===== src/rtl/lsu_dcache_arbiter_pkg.sv =====
// Shared types for the LSU dcache arbiter: arbitration state and in-flight load tag entry.
package lsu_dcache_arbiter_pkg;

  localparam int unsigned LSU_TAG_W = 8;

  typedef enum logic [1:0] {
    StNormal,
    StPrio,
    StDrain
  } lsu_arb_state_e;

  typedef struct packed {
    logic [LSU_TAG_W-1:0] tag;
    logic                 killed;
  } lsu_ld_tag_t;

endpackage


===== src/rtl/lsu_dcache_arbiter_if.sv =====
// Bundle of the load, store, fence, dcache request/response and writeback signals.
// The arbiter connects through the slave modport; the surrounding LSU/dcache use master.
interface lsu_dcache_arbiter_if #(
  parameter int unsigned XLEN  = 64,
  parameter int unsigned TAG_W = lsu_dcache_arbiter_pkg::LSU_TAG_W
);
  logic              ld_valid;
  logic              ld_ready;
  logic [XLEN-1:0]   ld_addr;
  logic [TAG_W-1:0]  ld_tag;
  logic              st_valid;
  logic              st_ready;
  logic [XLEN-1:0]   st_addr;
  logic [XLEN-1:0]   st_wdata;
  logic [XLEN/8-1:0] st_wmask;
  logic              squash;
  logic              drain_req;
  logic              drain_done;
  logic              dc_req_valid;
  logic              dc_req_ready;
  logic              dc_req_we;
  logic [XLEN-1:0]   dc_req_addr;
  logic [XLEN-1:0]   dc_req_wdata;
  logic [XLEN/8-1:0] dc_req_wmask;
  logic              dc_rsp_valid;
  logic [XLEN-1:0]   dc_rsp_data;
  logic              wb_valid;
  logic [TAG_W-1:0]  wb_tag;
  logic [XLEN-1:0]   wb_data;

  modport slave (
    input  ld_valid, ld_addr, ld_tag, st_valid, st_addr, st_wdata, st_wmask,
    input  squash, drain_req, dc_req_ready, dc_rsp_valid, dc_rsp_data,
    output ld_ready, st_ready, drain_done, dc_req_valid, dc_req_we, dc_req_addr,
    output dc_req_wdata, dc_req_wmask, wb_valid, wb_tag, wb_data
  );

  modport master (
    output ld_valid, ld_addr, ld_tag, st_valid, st_addr, st_wdata, st_wmask,
    output squash, drain_req, dc_req_ready, dc_rsp_valid, dc_rsp_data,
    input  ld_ready, st_ready, drain_done, dc_req_valid, dc_req_we, dc_req_addr,
    input  dc_req_wdata, dc_req_wmask, wb_valid, wb_tag, wb_data
  );

endinterface


===== src/rtl/lsu_dcache_arbiter_tag_fifo.sv =====
// In-order FIFO of in-flight load tags with a kill-all that marks every entry as squashed.
module lsu_dcache_arbiter_tag_fifo
  import lsu_dcache_arbiter_pkg::*;
#(
  parameter  int unsigned DEPTH = 4,
  localparam int unsigned PTR_W = $clog2(DEPTH)
) (
  input  logic                 clk,
  input  logic                 rst,
  input  logic                 i_push,
  input  logic [LSU_TAG_W-1:0] i_push_tag,
  input  logic                 i_pop,
  input  logic                 i_kill_all,
  output lsu_ld_tag_t          o_head,
  output logic [PTR_W:0]       o_count,
  output logic                 o_full,
  output logic                 o_empty
);

  lsu_ld_tag_t      r_mem [DEPTH];
  logic [PTR_W-1:0] r_wr_ptr;
  logic [PTR_W-1:0] r_rd_ptr;
  logic [PTR_W:0]   r_count;

  always_ff @(posedge clk or posedge rst) begin
    if (rst) begin
      r_wr_ptr <= '0;
      r_rd_ptr <= '0;
      r_count  <= '0;
      for (int i = 0; i < DEPTH; i++) r_mem[i] <= '0;
    end else begin
      // Killing free slots is harmless: a push always writes killed=0.
      if (i_kill_all) begin
        for (int i = 0; i < DEPTH; i++) r_mem[i].killed <= 1'b1;
      end
      if (i_push) begin
        r_mem[r_wr_ptr] <= '{tag: i_push_tag, killed: 1'b0};
        r_wr_ptr        <= r_wr_ptr + 1'b1;
      end
      if (i_pop) r_rd_ptr <= r_rd_ptr + 1'b1;
      case ({i_push, i_pop})
        2'b10:   r_count <= r_count + 1'b1;
        2'b01:   r_count <= r_count - 1'b1;
        default: ;
      endcase
    end
  end

  // A kill in the same cycle as a pop must already suppress that pop's writeback.
  always_comb begin
    o_head        = r_mem[r_rd_ptr];
    o_head.killed = r_mem[r_rd_ptr].killed | i_kill_all;
  end

  assign o_count = r_count;
  assign o_full  = (r_count == (PTR_W + 1)'(DEPTH));
  assign o_empty = (r_count == '0);

endmodule


===== src/rtl/lsu_dcache_arbiter.sv =====
// Shares the dcache request port between speculative loads and committed stores, with a
// store starvation guard, a drain/fence mode and in-order return of load responses.
module lsu_dcache_arbiter
  import lsu_dcache_arbiter_pkg::*;
#(
  parameter int unsigned XLEN         = 64,
  parameter int unsigned MAX_INFLIGHT = 4,
  parameter int unsigned STARVE_LIMIT = 8
) (
  input  logic                  clk,
  input  logic                  rst,
  lsu_dcache_arbiter_if.slave   io_bus
);

  localparam int unsigned PTR_W = $clog2(MAX_INFLIGHT);
  localparam int unsigned CNT_W = $clog2(STARVE_LIMIT);
  localparam logic [CNT_W-1:0] STARVE_MAX = CNT_W'(STARVE_LIMIT - 1);

  lsu_arb_state_e    r_state;
  lsu_arb_state_e    w_state_nxt;
  logic [CNT_W-1:0]  r_starve_cnt;
  logic [CNT_W-1:0]  w_starve_inc;

  logic              w_ld_elig;
  logic              w_grant_ld;
  logic              w_grant_st;
  logic              w_ld_xfer;
  logic              w_st_xfer;
  logic              w_st_blocked;
  logic [XLEN-1:0]   w_req_addr;
  logic [XLEN-1:0]   w_req_wdata;
  logic [XLEN/8-1:0] w_req_wmask;

  lsu_ld_tag_t       w_head;
  logic [PTR_W:0]    w_count;
  logic              w_full;
  logic              w_empty;

  // A response popping this cycle frees the slot the new load will take.
  assign w_ld_elig    = (r_state == StNormal) && (!w_full || io_bus.dc_rsp_valid) &&
                        !io_bus.squash;
  assign w_ld_xfer    = w_grant_ld && io_bus.dc_req_ready;
  assign w_st_xfer    = w_grant_st && io_bus.dc_req_ready;
  assign w_st_blocked = io_bus.st_valid && !w_st_xfer;
  assign w_starve_inc = (r_starve_cnt == STARVE_MAX) ? STARVE_MAX : r_starve_cnt + 1'b1;

  always_ff @(posedge clk or posedge rst) begin
    if (rst) r_state <= StNormal;
    else     r_state <= w_state_nxt;
  end

  always_comb begin
    w_state_nxt = r_state;
    unique case (r_state)
      StNormal: begin
        if (io_bus.drain_req) w_state_nxt = StDrain;
        else if (w_st_blocked && w_starve_inc == STARVE_MAX) w_state_nxt = StPrio;
      end
      StPrio: begin
        if (io_bus.drain_req) w_state_nxt = StDrain;
        else if (w_st_xfer)   w_state_nxt = StNormal;
      end
      StDrain: begin
        if (!io_bus.drain_req) w_state_nxt = StNormal;
      end
      default: w_state_nxt = StNormal;
    endcase
  end

  always_comb begin
    w_grant_ld  = w_ld_elig && io_bus.ld_valid;
    w_grant_st  = !w_grant_ld && io_bus.st_valid;
    w_req_addr  = '0;
    w_req_wdata = '0;
    w_req_wmask = '0;
    if (w_grant_ld) begin
      w_req_addr = io_bus.ld_addr;
    end else if (w_grant_st) begin
      w_req_addr  = io_bus.st_addr;
      w_req_wdata = io_bus.st_wdata;
      w_req_wmask = io_bus.st_wmask;
    end
    io_bus.ld_ready     = w_ld_elig && io_bus.dc_req_ready;
    io_bus.st_ready     = w_grant_st && io_bus.dc_req_ready;
    io_bus.dc_req_valid = w_grant_ld || w_grant_st;
    io_bus.dc_req_we    = w_grant_st;
    io_bus.dc_req_addr  = w_req_addr;
    io_bus.dc_req_wdata = w_req_wdata;
    io_bus.dc_req_wmask = w_req_wmask;
  end

  always_ff @(posedge clk or posedge rst) begin
    if (rst)                  r_starve_cnt <= '0;
    else if (w_st_xfer)       r_starve_cnt <= '0;
    else if (io_bus.st_valid) r_starve_cnt <= w_starve_inc;
  end

  lsu_dcache_arbiter_tag_fifo #(
    .DEPTH (MAX_INFLIGHT)
  ) u_tag_fifo (
    .clk        (clk),
    .rst        (rst),
    .i_push     (w_ld_xfer),
    .i_push_tag (io_bus.ld_tag),
    .i_pop      (io_bus.dc_rsp_valid),
    .i_kill_all (io_bus.squash),
    .o_head     (w_head),
    .o_count    (w_count),
    .o_full     (w_full),
    .o_empty    (w_empty)
  );

  assign io_bus.wb_valid   = io_bus.dc_rsp_valid && !w_head.killed;
  assign io_bus.wb_tag     = w_head.tag;
  assign io_bus.wb_data    = io_bus.dc_rsp_data;
  assign io_bus.drain_done = !io_bus.st_valid && (w_count == '0);

  a_rsp_needs_inflight : assert property (@(posedge clk) disable iff (rst)
    io_bus.dc_rsp_valid |-> !w_empty)
    else $error("dc_rsp_valid with no load in flight");

endmodule


===== src/flat_wrapper.sv =====
// flat-port wrapper written by rule: the top's interface ports become plain ports
module lsu_dcache_arbiter_flat import lsu_dcache_arbiter_pkg::*;
#(
  parameter int unsigned XLEN         = 64,
  parameter int unsigned MAX_INFLIGHT = 4,
  parameter int unsigned STARVE_LIMIT = 8
)
  (clk, rst, io_bus_ld_valid, io_bus_ld_addr, io_bus_ld_tag, io_bus_st_valid, io_bus_st_addr, io_bus_st_wdata, io_bus_st_wmask, io_bus_squash, io_bus_drain_req, io_bus_dc_req_ready, io_bus_dc_rsp_valid, io_bus_dc_rsp_data, io_bus_ld_ready, io_bus_st_ready, io_bus_drain_done, io_bus_dc_req_valid, io_bus_dc_req_we, io_bus_dc_req_addr, io_bus_dc_req_wdata, io_bus_dc_req_wmask, io_bus_wb_valid, io_bus_wb_tag, io_bus_wb_data);
  lsu_dcache_arbiter_if #(.XLEN(XLEN), .TAG_W((8))) io_bus_i ();
  input  logic clk;
  input  logic rst;
  input wire logic [$bits(io_bus_i.ld_valid)-1:0] io_bus_ld_valid;
  input wire logic [$bits(io_bus_i.ld_addr)-1:0] io_bus_ld_addr;
  input wire logic [$bits(io_bus_i.ld_tag)-1:0] io_bus_ld_tag;
  input wire logic [$bits(io_bus_i.st_valid)-1:0] io_bus_st_valid;
  input wire logic [$bits(io_bus_i.st_addr)-1:0] io_bus_st_addr;
  input wire logic [$bits(io_bus_i.st_wdata)-1:0] io_bus_st_wdata;
  input wire logic [$bits(io_bus_i.st_wmask)-1:0] io_bus_st_wmask;
  input wire logic [$bits(io_bus_i.squash)-1:0] io_bus_squash;
  input wire logic [$bits(io_bus_i.drain_req)-1:0] io_bus_drain_req;
  input wire logic [$bits(io_bus_i.dc_req_ready)-1:0] io_bus_dc_req_ready;
  input wire logic [$bits(io_bus_i.dc_rsp_valid)-1:0] io_bus_dc_rsp_valid;
  input wire logic [$bits(io_bus_i.dc_rsp_data)-1:0] io_bus_dc_rsp_data;
  output wire logic [$bits(io_bus_i.ld_ready)-1:0] io_bus_ld_ready;
  output wire logic [$bits(io_bus_i.st_ready)-1:0] io_bus_st_ready;
  output wire logic [$bits(io_bus_i.drain_done)-1:0] io_bus_drain_done;
  output wire logic [$bits(io_bus_i.dc_req_valid)-1:0] io_bus_dc_req_valid;
  output wire logic [$bits(io_bus_i.dc_req_we)-1:0] io_bus_dc_req_we;
  output wire logic [$bits(io_bus_i.dc_req_addr)-1:0] io_bus_dc_req_addr;
  output wire logic [$bits(io_bus_i.dc_req_wdata)-1:0] io_bus_dc_req_wdata;
  output wire logic [$bits(io_bus_i.dc_req_wmask)-1:0] io_bus_dc_req_wmask;
  output wire logic [$bits(io_bus_i.wb_valid)-1:0] io_bus_wb_valid;
  output wire logic [$bits(io_bus_i.wb_tag)-1:0] io_bus_wb_tag;
  output wire logic [$bits(io_bus_i.wb_data)-1:0] io_bus_wb_data;
  assign io_bus_i.ld_valid = io_bus_ld_valid;
  assign io_bus_i.ld_addr = io_bus_ld_addr;
  assign io_bus_i.ld_tag = io_bus_ld_tag;
  assign io_bus_i.st_valid = io_bus_st_valid;
  assign io_bus_i.st_addr = io_bus_st_addr;
  assign io_bus_i.st_wdata = io_bus_st_wdata;
  assign io_bus_i.st_wmask = io_bus_st_wmask;
  assign io_bus_i.squash = io_bus_squash;
  assign io_bus_i.drain_req = io_bus_drain_req;
  assign io_bus_i.dc_req_ready = io_bus_dc_req_ready;
  assign io_bus_i.dc_rsp_valid = io_bus_dc_rsp_valid;
  assign io_bus_i.dc_rsp_data = io_bus_dc_rsp_data;
  assign io_bus_ld_ready = io_bus_i.ld_ready;
  assign io_bus_st_ready = io_bus_i.st_ready;
  assign io_bus_drain_done = io_bus_i.drain_done;
  assign io_bus_dc_req_valid = io_bus_i.dc_req_valid;
  assign io_bus_dc_req_we = io_bus_i.dc_req_we;
  assign io_bus_dc_req_addr = io_bus_i.dc_req_addr;
  assign io_bus_dc_req_wdata = io_bus_i.dc_req_wdata;
  assign io_bus_dc_req_wmask = io_bus_i.dc_req_wmask;
  assign io_bus_wb_valid = io_bus_i.wb_valid;
  assign io_bus_wb_tag = io_bus_i.wb_tag;
  assign io_bus_wb_data = io_bus_i.wb_data;
  lsu_dcache_arbiter #(.XLEN(XLEN), .MAX_INFLIGHT(MAX_INFLIGHT), .STARVE_LIMIT(STARVE_LIMIT)) u_core (.clk(clk), .rst(rst), .io_bus(io_bus_i));
endmodule

===== config.mk =====
export PLATFORM = sky130hd
export DESIGN_NAME = lsu_dcache_arbiter_flat
export DESIGN_NICKNAME = d
export VERILOG_FILES = /design/src/rtl/lsu_dcache_arbiter_pkg.sv /design/src/rtl/lsu_dcache_arbiter_if.sv /design/src/rtl/lsu_dcache_arbiter_tag_fifo.sv /design/src/rtl/lsu_dcache_arbiter.sv /design/src/flat_wrapper.sv
export SDC_FILE = /design/constraint.sdc
export NUM_CORES = 1
export LEC_CHECK = 0
export CORE_AREA = 2 2 189 191
export CTS_CLUSTER_SIZE = 20
export DETAILED_ROUTE_END_ITERATION = 16
export DIE_AREA = 0 0 191 193
export PLACE_DENSITY = 0.5
export SYNTH_ARGS = -nofsm -noshare
export SYNTH_HDL_FRONTEND = slang
export SYNTH_SLANG_ARGS = --single-unit
export TNS_END_PERCENT = 20

===== constraint.sdc =====
create_clock -name clk -period 5.6 [get_ports clk]
set_clock_uncertainty 0.2 [all_clocks]
set_input_delay 1.4 -clock clk [delete_from_list [all_inputs] [get_ports clk]]
set_output_delay 1.4 -clock clk [all_outputs]
set_load 0.02 [all_outputs]

---- Yosys cells after proc, flatten, opt, wreduce, memory -nomap -nowiden ----
Cells that the tools add are included.
cells by class
  muxes and demuxes ....................... 27
  magnitude comparators ................... 3
  add/subtract/negate cells ............... 5
  bitwise logic cells ..................... 3
  reductions and logical operators ........ 25
  eq/ne operators ......................... 10
operators by type and width
  cell                 count
  $mux 64              4
  $bwmux 36            1
  $mux 28              1
  $mux 9               3
  $bmux 9 s2           1
  $demux 9 s2          1
  $mux 8               2
  $logic_and 1x1->1    12
  $mux 2               5
  $eq 3x3->1 const B   3
  $mux 3               3
  $add 3x1->3 const B  2
  $ge 3x3->1 const B   2
  $logic_not 1->1      6
  $not 2->3            2
  $pmux 2 s3           1
  $pmux 3 s2           1
  $add 2x1->2 const B  2
  $eq 2x1->1 const B   2
  $eq 2x2->1 const B   2
  $mux 1               4
  $reduce_bool 2->1    2
  $logic_not 3->1      1
  $lt 3x1->1 const B   1
  8 further kinds      9
storage, ports and cells
  input port bits ......................... 280
  register bits ........................... 48
  output and inout port bits .............. 214
  logic and storage cells ................. 86

---- Logic depth before layout (Yosys ltp) ----
  depth in word-level cells ............... 15
  gate-level depth with buffers ........... 10

---- Hierarchy ----
From an unflattened synthesis, not the netlist that was laid out.
unflattened totals
  cells, all modules ...................... 527
  area, all modules ....................... 4249.1 um^2
by module, submodules not included
  module                       cells each  area each (um^2)  sequential area each (um^2)  instances
  lsu_dcache_arbiter           405         2326.0            125.1                        1
  lsu_dcache_arbiter_tag_fifo  122         1923.1            1076.0                       1

---- Worst setup path after synthesis ----
Ideal clock, no wire load.
  path type ............................... input port to output port
  start ................................... in io_bus_dc_rsp_valid
  end ..................................... out io_bus_dc_req_addr[54]
  data arrival time ....................... 2889 ps
  slack ................................... 1111 ps
  cell stages on the path ................. 5
  buffers on the path ..................... 2
  data required time ...................... 4000 ps
  path through ............................ or4b_1 -> nand2_1 -> buf_2 -> buf_2 -> mux2i_1
on the way
  word-level cells in the longest chain between the ends .. 8
ends and longest elaborated chain
  element                           RTL line                  source
  start: declaration                flat_wrapper.sv:22        input wire logic [$bits(io_bus_i.dc_rsp_valid)-1:0] io_bus_dc_rsp_valid;
  $logic_or 1x1->1 *                lsu_dcache_arbiter.sv:40  assign w_ld_elig = (r_state == StNormal) && (!w_full || io_bus.dc_rsp_valid) &&
  $logic_and 1x1->1 * (2 in a row)  lsu_dcache_arbiter.sv:40
  $logic_and 1x1->1 *               lsu_dcache_arbiter.sv:71  w_grant_ld = w_ld_elig && io_bus.ld_valid;
  $logic_not 1->1                   lsu_dcache_arbiter.sv:72  w_grant_st = !w_grant_ld && io_bus.st_valid;
  $logic_and 1x1->1                 lsu_dcache_arbiter.sv:72
  $mux 64                           lsu_dcache_arbiter.sv:78  end else if (w_grant_st) begin
  $mux 64 *                         lsu_dcache_arbiter.sv:76  if (w_grant_ld) begin
  end: declaration                  flat_wrapper.sv:29        output wire logic [$bits(io_bus_i.dc_req_addr)-1:0] io_bus_dc_req_addr;
Mark *: on every way between the ends. The rest lies on a longest branch, timed or not.

---- Worst setup path in the final report ----
  start ................................... in io_bus_dc_rsp_valid
  end ..................................... out io_bus_dc_req_addr[60]
Same word-level chain as after synthesis.

==> metrics.md <==
| Metric | Value |
|---|---|
| Final wirelength | `23100 µm` |
| Sequential share of the synthesized area | `26.6%` |
| Port Buffer Count | `365` |
| Number of storage elements in the synthesis netlist | `48` |
| Fin crit period | `5.46 ns` |
| Setup bufs post-CTS | `0` |
| Nature of the critical path endpoint | `primary output` |
| P&R area growth vs syn | `87.6%` |
| Worst Min Path Start | `u_core.u_tag_fifo.r_mem[18]` |
| CTS clk-pin slew, worst paths | `0.06 ns` |
| Number of instances on the worst hold path | `2` |
| Result of the run | `complete, no violations` |
| Later-pin clock latency in the skew report | `0.28 ns` |
| Global routing usage summed across all routing layers | `11.8%` |
| Type of origin of the critical path | `input pin` |
| Unrepaired setup endpoints after global routing | `false` |
| DR iter-0 viols | `120` |
| Number of rows in the core area | `69` |
| Number of endpoints with negative hold slack in the final report | `0` |
| Actual transition at the worst max-transition pin | `0.787 ns` |
| Placement Setup Slack | `0.144 ns` |
| Via/cell ratio | `3.59` |
| FILL cells | `3831` |
| DIE AREA | `36900 µm²` |
| Vias in the first global route | `4788` |
| Synthesized cell area | `4510 µm²` |
| Crit path kind | `input pin to primary output` |
| Max stage delay cell, worst path | `sky130_fd_sc_hd__clkdlybuf4s50_1` |
| Post-Route Setup TNS | `0 ns` |
| Post-detailed-route count of antenna-violating nets | `0` |
| Static power due to leakage | `4.07 nW` |
| Remaining design rule violation count | `0` |
| Endpoint with the worst hold slack | `u_core.u_tag_fifo.r_mem[18]` |
| Capture instance of the worst register-to-register path | `u_core.u_tag_fifo.o_count[2]` |
| I/O pin cnt | `494` |
| Critical Path Fanout Max | `40` |
| Root Buffer Master | `sky130_fd_sc_hd__clkbuf_16` |
| Required time at the worst-slack endpoint | `4.00 ns` |
| Share of layout cells above drive strength 1 | `10.3%` |
| Hold buffers post-CTS | `0` |
| Number of cells produced by synthesis | `523` |
| Number of sinks on the clock net | `48` |
| Final-report max-slew violation count | `0` |
| Number of buffers created by CTS | `5` |
| Netlist cell types | `30` |
| Standard cell core area | `35000 µm²` |
| Synth top area share | `26.6%` |
| Post-CTS Resized | `0` |
| Register-to-register setup slack | `2.78 ns` |
| Number of nets in the layout | `1105` |
| PnR worst setup slack | `0.138 ns` |
| Detailed Place HPWL | `19300 µm` |
| Worst Hold Margin | `0.294 ns` |
| Count of H-tree levels built during CTS | `2` |
| GPL Wtd Cong | `0.773` |
| Number of optimization iterations in the first detailed-route pass | `4` |
| Peak supply drop | `0.211 mV` |
| Pin count of the biggest net entering global routing | `65` |
| CTS tree | `built` |
| Chain of cells forming the critical path | `clkdlybuf4s50_1 > or4b_1 > nand2_4 > buf_12 > buf_12 > mux2i_1 > clkdlybuf4s50_1` |
| Final cycle utilization of the critical path | `97.5%` |
| Global route total overflow | `0` |
| Leading cell types by total area after synthesis | `sky130_fd_sc_hd__dfrtp_1 27%, sky130_fd_sc_hd__mux2i_1 15%, sky130_fd_sc_hd__buf_4 11%` |
| Worst hold path type | `flop to flop` |
| Floorplan die height | `193 µm` |
| Post-Synthesis Net Count | `810` |
| Count of synthesis-stage warnings from yosys | `0` |
| First-pass GRT wire length | `32000 µm` |
| Endpoints failing setup | `0` |
| Crit path largest cell delay | `0.62 ns` |
| Total via count in the routed design | `4598` |
| Diodes inserted | `0` |
| Synth Area per Inst | `8.63 µm²` |
| Power per Cell Area | `225 nW/µm²` |
| Chip width | `191 µm` |
| Synth area leader | `sky130_fd_sc_hd__dfrtp_1` |
| Total of max-cap violations | `0` |
| Antenna violations before repair | `0` |
| Upper clock frequency limit | `0.183 GHz` |
| Startpoint of the worst-slack reg-to-reg timing path | `u_core.u_tag_fifo.o_count[0]` |
| Arrival time at the worst endpoint | `3.86 ns` |
| Largest buffer count on any clock path | `2` |
| Routed length per instance | `18.1 µm` |
| Logic depth of the worst register-to-register path | `9` |
| Initial core utilization | `12.9%` |
| Headroom to the max-slew limit | `47.3%` |
==> metrics by stage <==
step	area (µm²)	std cells	utilization [%]	power, W
final	8470	1279	24.2	0.00190
after global routing	8470	1279	24.2	0.00203
after CTS	8470	1279	24.2	0.00193
after detailed placement	8330	1272	23.8	0.00164
after global placement	8330	1272	23.8	0.00163
after floorplan	4510	523	-	0.00119
==> final cells by class <==
class	count	area, µm²	area share, %
inverters	75	282	3.33
multi-input cells	302	2400	28.3
clock buffers	6	129	1.52
well taps	461	577	6.81
repair buffers	386	3880	45.8
clock inverters	1	5.00	0.0591
flip-flops and latches	48	1200	14.2
==> logic make-up after synthesis <==
family	synth area share (%)
simple gates	21.1
flops	26.6
xor+xnor	1.16
buf+inv	20.4
fa+ha+maj	2.33
mux	27.1
compound gates	1.25
==> registers in the layout, summed over array words and instances (netlist names) <==
signal and cells:
u_core.u_tag_fifo.r_mem 36, u_core.r_starve_cnt 3, u_core.u_tag_fifo.o_count 3, u_core.r_state 2, u_core.u_tag_fifo.r_rd_ptr 2, u_core.u_tag_fifo.r_wr_ptr 2
==> Yosys cell counts <==
library cell,instances
sky130_fd_sc_hd__or3_1,1
sky130_fd_sc_hd__nand2_1,69
sky130_fd_sc_hd__o21ai_0,1
sky130_fd_sc_hd__xnor2_1,3
sky130_fd_sc_hd__fa_1,1
sky130_fd_sc_hd__mux2i_1,66
sky130_fd_sc_hd__clkbuf_1,23
sky130_fd_sc_hd__nor4b_4,5
sky130_fd_sc_hd__a211oi_1,2
sky130_fd_sc_hd__buf_2,5
sky130_fd_sc_hd__a2111oi_0,1
sky130_fd_sc_hd__buf_4,69
sky130_fd_sc_hd__mux2_2,34
sky130_fd_sc_hd__maj3_1,1
sky130_fd_sc_hd__buf_6,1
sky130_fd_sc_hd__nor2_1,15
sky130_fd_sc_hd__nor3_1,2
sky130_fd_sc_hd__nor4_1,1
sky130_fd_sc_hd__a21oi_1,4
sky130_fd_sc_hd__ha_1,6
sky130_fd_sc_hd__and3_1,72
sky130_fd_sc_hd__mux4_2,8
sky130_fd_sc_hd__or4b_1,1
sky130_fd_sc_hd__nor4b_1,1
sky130_fd_sc_hd__and2_1,2
sky130_fd_sc_hd__nand2b_1,2
sky130_fd_sc_hd__xor2_1,3
sky130_fd_sc_hd__inv_1,75
sky130_fd_sc_hd__dfrtp_1,48
sky130_fd_sc_hd__a21boi_0,1
==> how the worst max path moves through the flow <==
stage	cells after the start	start	endpoint	slack, ns
finish	7	io_bus_dc_rsp_valid	io_bus_dc_req_addr[60]	0.14
global route	7	io_bus_dc_rsp_valid	io_bus_dc_req_addr[26]	0.01
CTS	7	io_bus_dc_rsp_valid	io_bus_dc_req_addr[29]	0.12
detailed placement	7	io_bus_dc_rsp_valid	io_bus_dc_req_addr[29]	0.14
global placement	7	io_bus_dc_rsp_valid	io_bus_dc_req_addr[27]	0.11
floorplan	5	io_bus_dc_rsp_valid	io_bus_dc_req_addr[54]	1.11
==> cells in the final DEF (no fill, tap or decap), drive strengths merged, types with 2 or more instances in the layout <==
| cell type | n |
|---|---|
| inv | 74 |
| clkdlybuf4s50 | 356 |
| a211oi | 2 |
| mux2i | 66 |
| and2 | 2 |
| mux4 | 8 |
| nor2 | 15 |
| nand2b | 2 |
| buf | 30 |
| xnor2 | 3 |
| a21oi | 4 |
| nor3 | 2 |
| nor4b | 6 |
| clkinv | 2 |
| xor2 | 3 |
| nand2 | 69 |
| ha | 6 |
| and3 | 72 |
| mux2 | 34 |
| dfrtp | 48 |
| clkbuf | 6 |
==> worst max-delay path: cells and delay by family <==
family | cells | cell delay [ns]
buf+inv | 4 | 1.46
simple gates | 2 | 0.72
mux | 1 | 0.20
==> routing by layer <==
metal	vias up	wire length, µm	track usage (%)
li1	2227	-	-
met1	2122	9360	14.3
met2	236	11100	19.8
met3	13	2160	4.65
met4	0	501	2.56
met5	-	0	0
==> power breakdown <==
part / switching [W] / total (W) / internal [W]
Combinational: 0.000427 / 0.00103 / 0.000606
Clock: 0.000121 / 0.000283 / 0.000162
Sequential: 0.000114 / 0.000589 / 0.000475
Total: 0.000661 / 0.00190 / 0.00124
Note: power is estimated with default switching activity, not from simulation.
